**config.mk**
```make
export PLATFORM = sky130hd
export DESIGN_NAME = stopwatch_ctrl
export DESIGN_NICKNAME = d
export VERILOG_FILES = /design/src/rtl/stopwatch_pkg.sv /design/src/rtl/stopwatch_time_chain.sv /design/src/rtl/stopwatch_ctrl.sv
export SDC_FILE = /design/constraint.sdc
export NUM_CORES = 1
export LEC_CHECK = 0
export ABC_AREA = 1
export CORE_MARGIN = 2
export CORE_UTILIZATION = 59
export DETAILED_ROUTE_END_ITERATION = 7
export PLACE_DENSITY = 0.88
export SKIP_LAST_GASP = 1
export SLEW_MARGIN = 30
export SYNTH_ARGS = -nofsm -noshare
export SYNTH_HDL_FRONTEND = slang
export SYNTH_SLANG_ARGS = --single-unit
```
**constraint.sdc**
```tcl
create_clock -name i_clk -period 3.7 [get_ports i_clk]
set_input_delay 0.37 -clock i_clk [delete_from_list [all_inputs] [get_ports i_clk]]
set_output_delay 0.37 -clock i_clk [all_outputs]
set_load 0.02 [all_outputs]
```
**src/rtl/stopwatch_pkg.sv**
```systemverilog
// Shared types and constants for the stopwatch sequencer, its time chain,
// the tick counter instance and the benches.
package stopwatch_pkg;

   typedef enum logic [1:0] {
      ST_IDLE   = 2'd0,
      ST_RUN    = 2'd1,
      ST_LAP    = 2'd2,
      ST_PAUSED = 2'd3
   } state_e;

   localparam logic [3:0]  TENTH_MAX = 4'd9;
   localparam logic [5:0]  SEC_MAX   = 6'd59;
   // 100 ms at 50 MHz: the tick counter pulses when it reaches this value.
   localparam logic [31:0] TICK_TC   = 32'd4_999_999;

endpackage

```
**src/rtl/stopwatch_time_chain.sv**
```systemverilog
// Live elapsed-time registers: tenths -> seconds -> minutes cascade.
// Exposes both the current value and the value to be loaded at the next edge.
module stopwatch_time_chain
   import stopwatch_pkg::*;
#(
   parameter int P_MAX_MIN = 59,
   parameter int P_MIN_W   = 6
) (
   input  logic               i_clk,
   input  logic               i_rst,
   input  logic               i_inc,
   input  logic               i_clr,
   output logic [P_MIN_W-1:0] o_min_d,
   output logic [5:0]         o_sec_d,
   output logic [3:0]         o_tenth_d,
   output logic [P_MIN_W-1:0] o_min,
   output logic [5:0]         o_sec,
   output logic [3:0]         o_tenth,
   output logic               o_wrap
);

   localparam logic [P_MIN_W-1:0] MIN_MAX = P_MAX_MIN[P_MIN_W-1:0];

   logic [P_MIN_W-1:0] min_q,   min_d;
   logic [5:0]         sec_q,   sec_d;
   logic [3:0]         tenth_q, tenth_d;
   logic               wrap_d;

   always_comb begin
      min_d   = min_q;
      sec_d   = sec_q;
      tenth_d = tenth_q;
      wrap_d  = 1'b0;
      if (i_clr) begin
         min_d   = '0;
         sec_d   = '0;
         tenth_d = '0;
      end else if (i_inc) begin
         if (tenth_q == TENTH_MAX) begin
            tenth_d = '0;
            if (sec_q == SEC_MAX) begin
               sec_d = '0;
               if (min_q == MIN_MAX) begin
                  min_d  = '0;
                  wrap_d = 1'b1;
               end else begin
                  min_d = min_q + 1'b1;
               end
            end else begin
               sec_d = sec_q + 1'b1;
            end
         end else begin
            tenth_d = tenth_q + 1'b1;
         end
      end
   end

   always_ff @(posedge i_clk) begin
      if (i_rst) begin
         min_q   <= '0;
         sec_q   <= '0;
         tenth_q <= '0;
      end else begin
         min_q   <= min_d;
         sec_q   <= sec_d;
         tenth_q <= tenth_d;
      end
   end

   assign o_min_d   = min_d;
   assign o_sec_d   = sec_d;
   assign o_tenth_d = tenth_d;
   assign o_min     = min_q;
   assign o_sec     = sec_q;
   assign o_tenth   = tenth_q;
   assign o_wrap    = wrap_d;

endmodule

```
**src/rtl/stopwatch_ctrl.sv**
```systemverilog
// Stopwatch sequencer: start/stop/lap/reset FSM, tick counter enable,
// lap-freezable display registers and sticky overflow flag.
module stopwatch_ctrl
   import stopwatch_pkg::*;
#(
   parameter int P_MAX_MIN = 59,
   parameter int P_MIN_W   = 6
) (
   input  logic               i_clk,
   input  logic               i_rst,
   input  logic               i_start_stop,
   input  logic               i_lap_reset,
   input  logic               i_tick,
   output logic               o_cnt_enable,
   output logic [P_MIN_W-1:0] o_min,
   output logic [5:0]         o_sec,
   output logic [3:0]         o_tenth,
   output logic [1:0]         o_state,
   output logic               o_overflow
);

   state_e             state_q, state_d;
   logic               running;
   logic               live_inc, live_clr, live_wrap;
   logic [P_MIN_W-1:0] live_min_d,   live_min;
   logic [5:0]         live_sec_d,   live_sec;
   logic [3:0]         live_tenth_d, live_tenth;
   logic [P_MIN_W-1:0] disp_min_q;
   logic [5:0]         disp_sec_q;
   logic [3:0]         disp_tenth_q;
   logic               disp_load;
   logic               overflow_q;

   assign running  = (state_q == ST_RUN) || (state_q == ST_LAP);
   assign live_inc = running && i_tick;
   // L in PAUSED is the only path back to IDLE besides reset.
   assign live_clr = (state_q == ST_PAUSED) && !i_start_stop && i_lap_reset;

   always_ff @(posedge i_clk) begin
      if (i_rst) state_q <= ST_IDLE;
      else       state_q <= state_d;
   end

   always_comb begin
      state_d = state_q;
      unique case (state_q)
         ST_IDLE:   if (i_start_stop)     state_d = ST_RUN;
         ST_RUN:    if (i_start_stop)     state_d = ST_PAUSED;
                    else if (i_lap_reset) state_d = ST_LAP;
         ST_LAP:    if (i_start_stop)     state_d = ST_PAUSED;
                    else if (i_lap_reset) state_d = ST_RUN;
         ST_PAUSED: if (i_start_stop)     state_d = ST_RUN;
                    else if (i_lap_reset) state_d = ST_IDLE;
         default:                         state_d = ST_IDLE;
      endcase
   end

   always_comb begin
      o_cnt_enable = running;
      o_state      = state_q;
   end

   stopwatch_time_chain #(
      .P_MAX_MIN (P_MAX_MIN),
      .P_MIN_W   (P_MIN_W)
   ) u_live (
      .i_clk     (i_clk),
      .i_rst     (i_rst),
      .i_inc     (live_inc),
      .i_clr     (live_clr),
      .o_min_d   (live_min_d),
      .o_sec_d   (live_sec_d),
      .o_tenth_d (live_tenth_d),
      .o_min     (live_min),
      .o_sec     (live_sec),
      .o_tenth   (live_tenth),
      .o_wrap    (live_wrap)
   );

   // Hold only while staying in LAP; entering LAP captures the post-tick value.
   assign disp_load = !((state_q == ST_LAP) && (state_d == ST_LAP));

   always_ff @(posedge i_clk) begin
      if (i_rst) begin
         disp_min_q   <= '0;
         disp_sec_q   <= '0;
         disp_tenth_q <= '0;
         overflow_q   <= 1'b0;
      end else begin
         if (disp_load) begin
            disp_min_q   <= live_min_d;
            disp_sec_q   <= live_sec_d;
            disp_tenth_q <= live_tenth_d;
         end
         if (live_clr)       overflow_q <= 1'b0;
         else if (live_wrap) overflow_q <= 1'b1;
      end
   end

   assign o_min      = disp_min_q;
   assign o_sec      = disp_sec_q;
   assign o_tenth    = disp_tenth_q;
   assign o_overflow = overflow_q;

   // Live current value is kept visible for hierarchy probing in lab bring-up.
   logic unused_live;
   assign unused_live = ^{live_min, live_sec, live_tenth};

endmodule

```
==> Yosys cells after proc, flatten, opt, wreduce, memory -nomap -nowiden <==
Cells that the tools add are included.
{ "op_classes": {"addsub": 3, "eq_ne": 7, "muxes": 25, "n_reduce_logical": 8} }
{ "ops": {"columns": ["op", "count"], "rows": [
  ["$mux W6", 9],
  ["$mux W2", 7],
  ["$add A6 B1 Y6 const B", 2],
  ["$eq A6 B6 Y1 const B", 2],
  ["$mux W4", 3],
  ["$pmux W2 S4", 1],
  ["$eq A2 B2 Y1 const B", 3],
  ["$mux W1", 5],
  ["$add A4 B1 Y4 const B", 1],
  ["$eq A4 B4 Y1 const B", 1],
  ["$logic_and A1 B1 Y1", 4],
  ["$eq A2 B1 Y1 const B", 1],
  ["$logic_not A2 Y1", 1],
  ["$reduce_or A2 Y1", 1],
  ["$logic_not A1 Y1", 1],
  ["$logic_or A1 B1 Y1", 1]
]} }
{ "word_totals": {"reg_bits": 35, "output_inout_bits": 20} }

==> Logic depth before layout (Yosys ltp) <==
{ "logic_depth": {"word_depth": 6, "mapped_depth": 12} }

==> Cells and area by module <==
Synthesis repeated with hierarchy kept, for this count alone.
{ "unflattened": {"hier_cells": 302, "area_unflattened_um2": 2020.7} }
{ "modules_own_cells": {"columns": ["module", "n_inst", "cells_each", "area_per_inst_um2", "seq_area_each_um2"], "rows": [
  ["stopwatch_time_chain", 1, 162, 1013.5, 320.3],
  ["stopwatch_ctrl", 1, 140, 1007.2, 380.4]
]} }

==> Worst setup path before layout <==
OpenSTA, ideal clock, no wires.
{ "synth_timing": {"kind": "reg2reg", "from": "reg state_q[1] (netlist: o_state[1])", "to": "reg disp_min_q[2] (netlist: o_min[2])", "setup_ns": 0.115, "t_arrival_ns": 1.762, "required_time_ns": 3.585, "path_slack_ns": 1.822, "path_stages_with_launch": 10, "path_buffers": 0, "synth_period_minus_slack_ns": 1.878, "path_cell_list": "dfxtp_1 -> inv_1 -> ha_1 -> nand2_2 -> nor2_4 -> nand2_8 -> nor2_4 -> nand3_1 -> nand3_2 -> a21oi_2"} }
{ "synth_via": {"elab_chain_len": 5, "word_cells_on_any_way": 20} }
{ "synth_lines": {"columns": ["element", "line_no", "source"], "rows": [
  ["start, declared", "stopwatch_ctrl.sv:22", "state_e state_q, state_d;"],
  ["start signal, assigned", "stopwatch_ctrl.sv:41", "else state_q <= state_d;"],
  ["$eq A2 B1 Y1 / $eq A2 B2 Y1 (equally long branches)", "stopwatch_ctrl.sv:34", "assign running = (state_q == ST_RUN) || (state_q == ST_LAP);"],
  ["$logic_or A1 B1 Y1 (*)", "stopwatch_ctrl.sv:34", null],
  ["named net o_cnt_enable", "stopwatch_ctrl.sv:14", "output logic o_cnt_enable,"],
  ["$logic_and A1 B1 Y1 (*)", "stopwatch_ctrl.sv:35", "assign live_inc = running && i_tick;"],
  ["$mux W6 (*)", "stopwatch_time_chain.sv:38", "end else if (i_inc) begin"],
  ["$mux W6 (*)", "stopwatch_time_chain.sv:34", "if (i_clr) begin"],
  ["end signal, assigned", "stopwatch_ctrl.sv:91", "disp_min_q <= live_min_d;"],
  ["end, declared", "stopwatch_ctrl.sv:28", "logic [P_MIN_W-1:0] disp_min_q;"]
]} }
The timed path passes the listed nets; every way through them passes the cells marked *.
A chain may end at the register's enable or synchronous reset.

==> Final worst setup path <==
{ "layout_timing": {"from": "reg state_q[1] (netlist: o_state[1])", "to": "out o_cnt_enable"} }
{ "layout_via": {"elab_chain_len": 2, "word_cells_on_any_way": 3} }
{ "layout_lines": {"columns": ["element", "line_no"], "rows": [
  ["$eq A2 B1 Y1 / $eq A2 B2 Y1 (equally long branches)", "stopwatch_ctrl.sv:34"],
  ["$logic_or A1 B1 Y1 (*)", "stopwatch_ctrl.sv:34"],
  ["end, declared", "stopwatch_ctrl.sv:14"]
]} }
Every way passes the cells marked *; elsewhere a longest branch is shown, timed or not.

==> results.sh <==
export IMPL_relSlewSlack=0.484
export IMPL_drt_initial_drc_count=102
export IMPL_final_cell_mix="48 x nand2_1, 36 x nor2_1, 35 x inv_1, 35 x dfxtp_1, 24 x clkdlybuf4s50_1"
export IMPL_cts_setup_buffers=0
export IMPL_ir_drop_uv=204
export IMPL_timing_fmax_mhz=464
export IMPL_slowest_stage="clkdlybuf4s50_1"
export IMPL_seq_area_um2=701
export IMPL_powerDensity_nw_per_um2=385
export IMPL_rsz0062_at_grt="false"
export IMPL_worstPathBufferInverterCount=2
export IMPL_dpl_cell_area_um2=2160
export IMPL_io_buffers=24
export IMPL_grt_pass1_wl_um=6410
export IMPL_track_usage=0.234
export IMPL_ant_nets=0
export IMPL_grt_overflow_total=0
export IMPL_start_util=0.626
export IMPL_synth_distinct_cells=30
export IMPL_maxCapViolCount=0
export IMPL_cp_start_kind="register"
export IMPL_async_flop_share=0
export IMPL_cp_arrival_ns=1.79
export IMPL_status="completed"
export IMPL_drt_total_wl_um=3900
export IMPL_hold_violations=0
export IMPL_hpwl_um=2830
export IMPL_clockRootBuffer="clkbuf_4"
export IMPL_synthCells=265
export IMPL_cts_resized=0
export IMPL_syn_area_um2=1930
export IMPL_crit_type="reg2out"
export IMPL_grt_pass1_vias=1503
export IMPL_crit_chain="inv_1 -> ha_1 -> clkdlybuf4s50_1"
export IMPL_cp_end_kind="output pin"
export IMPL_fin_nets=299
export IMPL_place_congestion=0.856
export IMPL_fp_dieH_um=61.1
export IMPL_core_um2=3080
export IMPL_yosys_register_bits=35
export IMPL_cts_tree="built"
export IMPL_drive_above_1_share=0.163
export IMPL_yosysSeqAreaShare=0.364
export IMPL_finalClockSkew_ns=0.0163
export IMPL_grt_max_degree=20
export IMPL_synth_edff_count=0
export IMPL_tightest_slew_ns=0.771
export IMPL_cp_top_family="buffers and inverters"
export IMPL_final_common_cell="nand2_1"
export IMPL_die_area_um2=3740
export IMPL_vias=1725
export IMPL_fin_crit_sh=0.583
export IMPL_cp_max_fo=4
export IMPL_max_stage_delay_ns=0.61
export IMPL_finalSetupViolations=0
export IMPL_h_tree_depth=2
export IMPL_routed_via_density=5.18
export IMPL_p_leak_nw=0.902
export IMPL_wl_per_cell_um=11.7
export IMPL_r2r_setup_slack_ns=1.71
export IMPL_slew_violations=0
export IMPL_hold_path_class="reg2reg"
export IMPL_n_fill_cell=227
export IMPL_finalCriticalPeriod_ns=2.16
export IMPL_cts_made_buffers=5
export IMPL_antennaDiodeCount=0
export IMPL_worstSkewPairLatency_ns=0.35
export IMPL_fin_tns_setup_ns=0
export IMPL_die_w_um=61.1
export IMPL_syn_nets=276
export IMPL_cts_path_max_buffers=2
export IMPL_drt_pass1_iter_count=4
export IMPL_antenna_found_initial=0
export IMPL_ios=25
export IMPL_areaGrowthSynthToFinish_pct=16.6
export IMPL_rows=20
export IMPL_ctsHoldBuffers=0
export IMPL_synthFlopType="dfxtp_1"
export IMPL_clkSinkCount=35
export IMPL_required_ns=3.33
export IMPL_clkSlewWorstSetupHoldPaths_ns=0.11
export IMPL_syn_avg_cell_area_um2=7.27
export IMPL_multi_input_area_um2=1010
export IMPL_final_area_um2=2240
export IMPL_drc=0
export IMPL_synth_warnings=0
-- worst paths after layout --
| kind | from | cells after the start | endpoint |
|---|---|---|---|
| setup / recovery | o_state[1]$_SDFF_PP0_ | 3 | o_cnt_enable |
| hold / removal | o_overflow$_SDFFE_PP0P_ | 2 | o_overflow$_SDFFE_PP0P_ |
| setup reg to reg | o_state[1]$_SDFF_PP0_ | 11 | o_sec[0]$_SDFFE_PP0N_ |
| hold reg to reg | o_overflow$_SDFFE_PP0P_ | 2 | o_overflow$_SDFFE_PP0P_ |
-- kinds of logic after synthesis --
kind of cell               synth area share
and+or+nand+nor                       0.394
buffers and inverters                 0.112
DFF                                   0.364
AOI/OAI and AO/OA                    0.0910
adders and majority gates            0.0390
-- metrics by stage --
| stage | power (mW) | cells | worst slack (ns) | hold WS (ns) | util |
|---|---|---|---|---|---|
| 2_1_floorplan | 0.547 | 265 | 1.82 | 0.503 | - |
| 3_3_place_gp | 0.591 | 325 | 1.43 | 0.455 | 0.703 |
| 3_5_place_dp | 0.597 | 325 | 1.39 | 0.453 | 0.703 |
| 4_1_cts | 0.872 | 333 | 1.52 | 0.474 | 0.729 |
| 5_1_grt | 0.912 | 333 | 1.44 | 0.521 | 0.729 |
| 6_report | 0.865 | 333 | 1.54 | 0.469 | 0.729 |
-- per-layer routing --
metal / vias to the layer above / wire length [µm] / track usage
met5: - / 0 / 0
met4: 0 / 63 / 0.0932
met3: 6 / 213 / 0.0735
met2: 44 / 1740 / 0.368
met1: 777 / 1880 / 0.299
li1: 898 / - / -
-- worst min-delay path: cells and delay by family, from the launching register on --
family / cells / cell delay [ns]
compound gates: 1 / 0.06
buf+inv: 1 / 0.04
flops: 1 / 0.33
-- power breakdown --
part	total [mW]	switching, mW	internal [mW]	leakage, nW
combinational	0.187	0.122	0.0646	0.574
sequential	0.400	0.0103	0.390	0.283
clock	0.278	0.136	0.142	0.0452
-- cell type report --
cell class,instances,share of cell area
repair buffers,24,0.107
well taps,44,0.0245
clock inverters,3,0.0195
inverters,42,0.0708
multi-input cells,180,0.449
flip-flops and latches,35,0.312
clock buffers,5,0.0167
-- synth_stat cells (5+ instances only) --
master | n | share of area
nand2_1 | 48 | 0.094
nor2_1 | 36 | 0.070
dfxtp_1 | 35 | 0.36
inv_1 | 35 | 0.068
nand3_1 | 23 | 0.060
nand4_1 | 15 | 0.049
a21oi_2 | 10 | 0.045
ha_1 | 6 | 0.039
nand2_2 | 6 | 0.019
inv_2 | 5 | 0.0097
nand3_2 | 5 | 0.026
nor2_2 | 5 | 0.016
-- flip-flops by register name (all words and copies together) (netlist names) --
signal          cells
o_min               6
o_overflow          1
o_sec               6
o_state             2
o_tenth             4
u_live.o_min        6
u_live.o_sec        6
u_live.o_tenth      4
(Power assumes the default switching activity.)
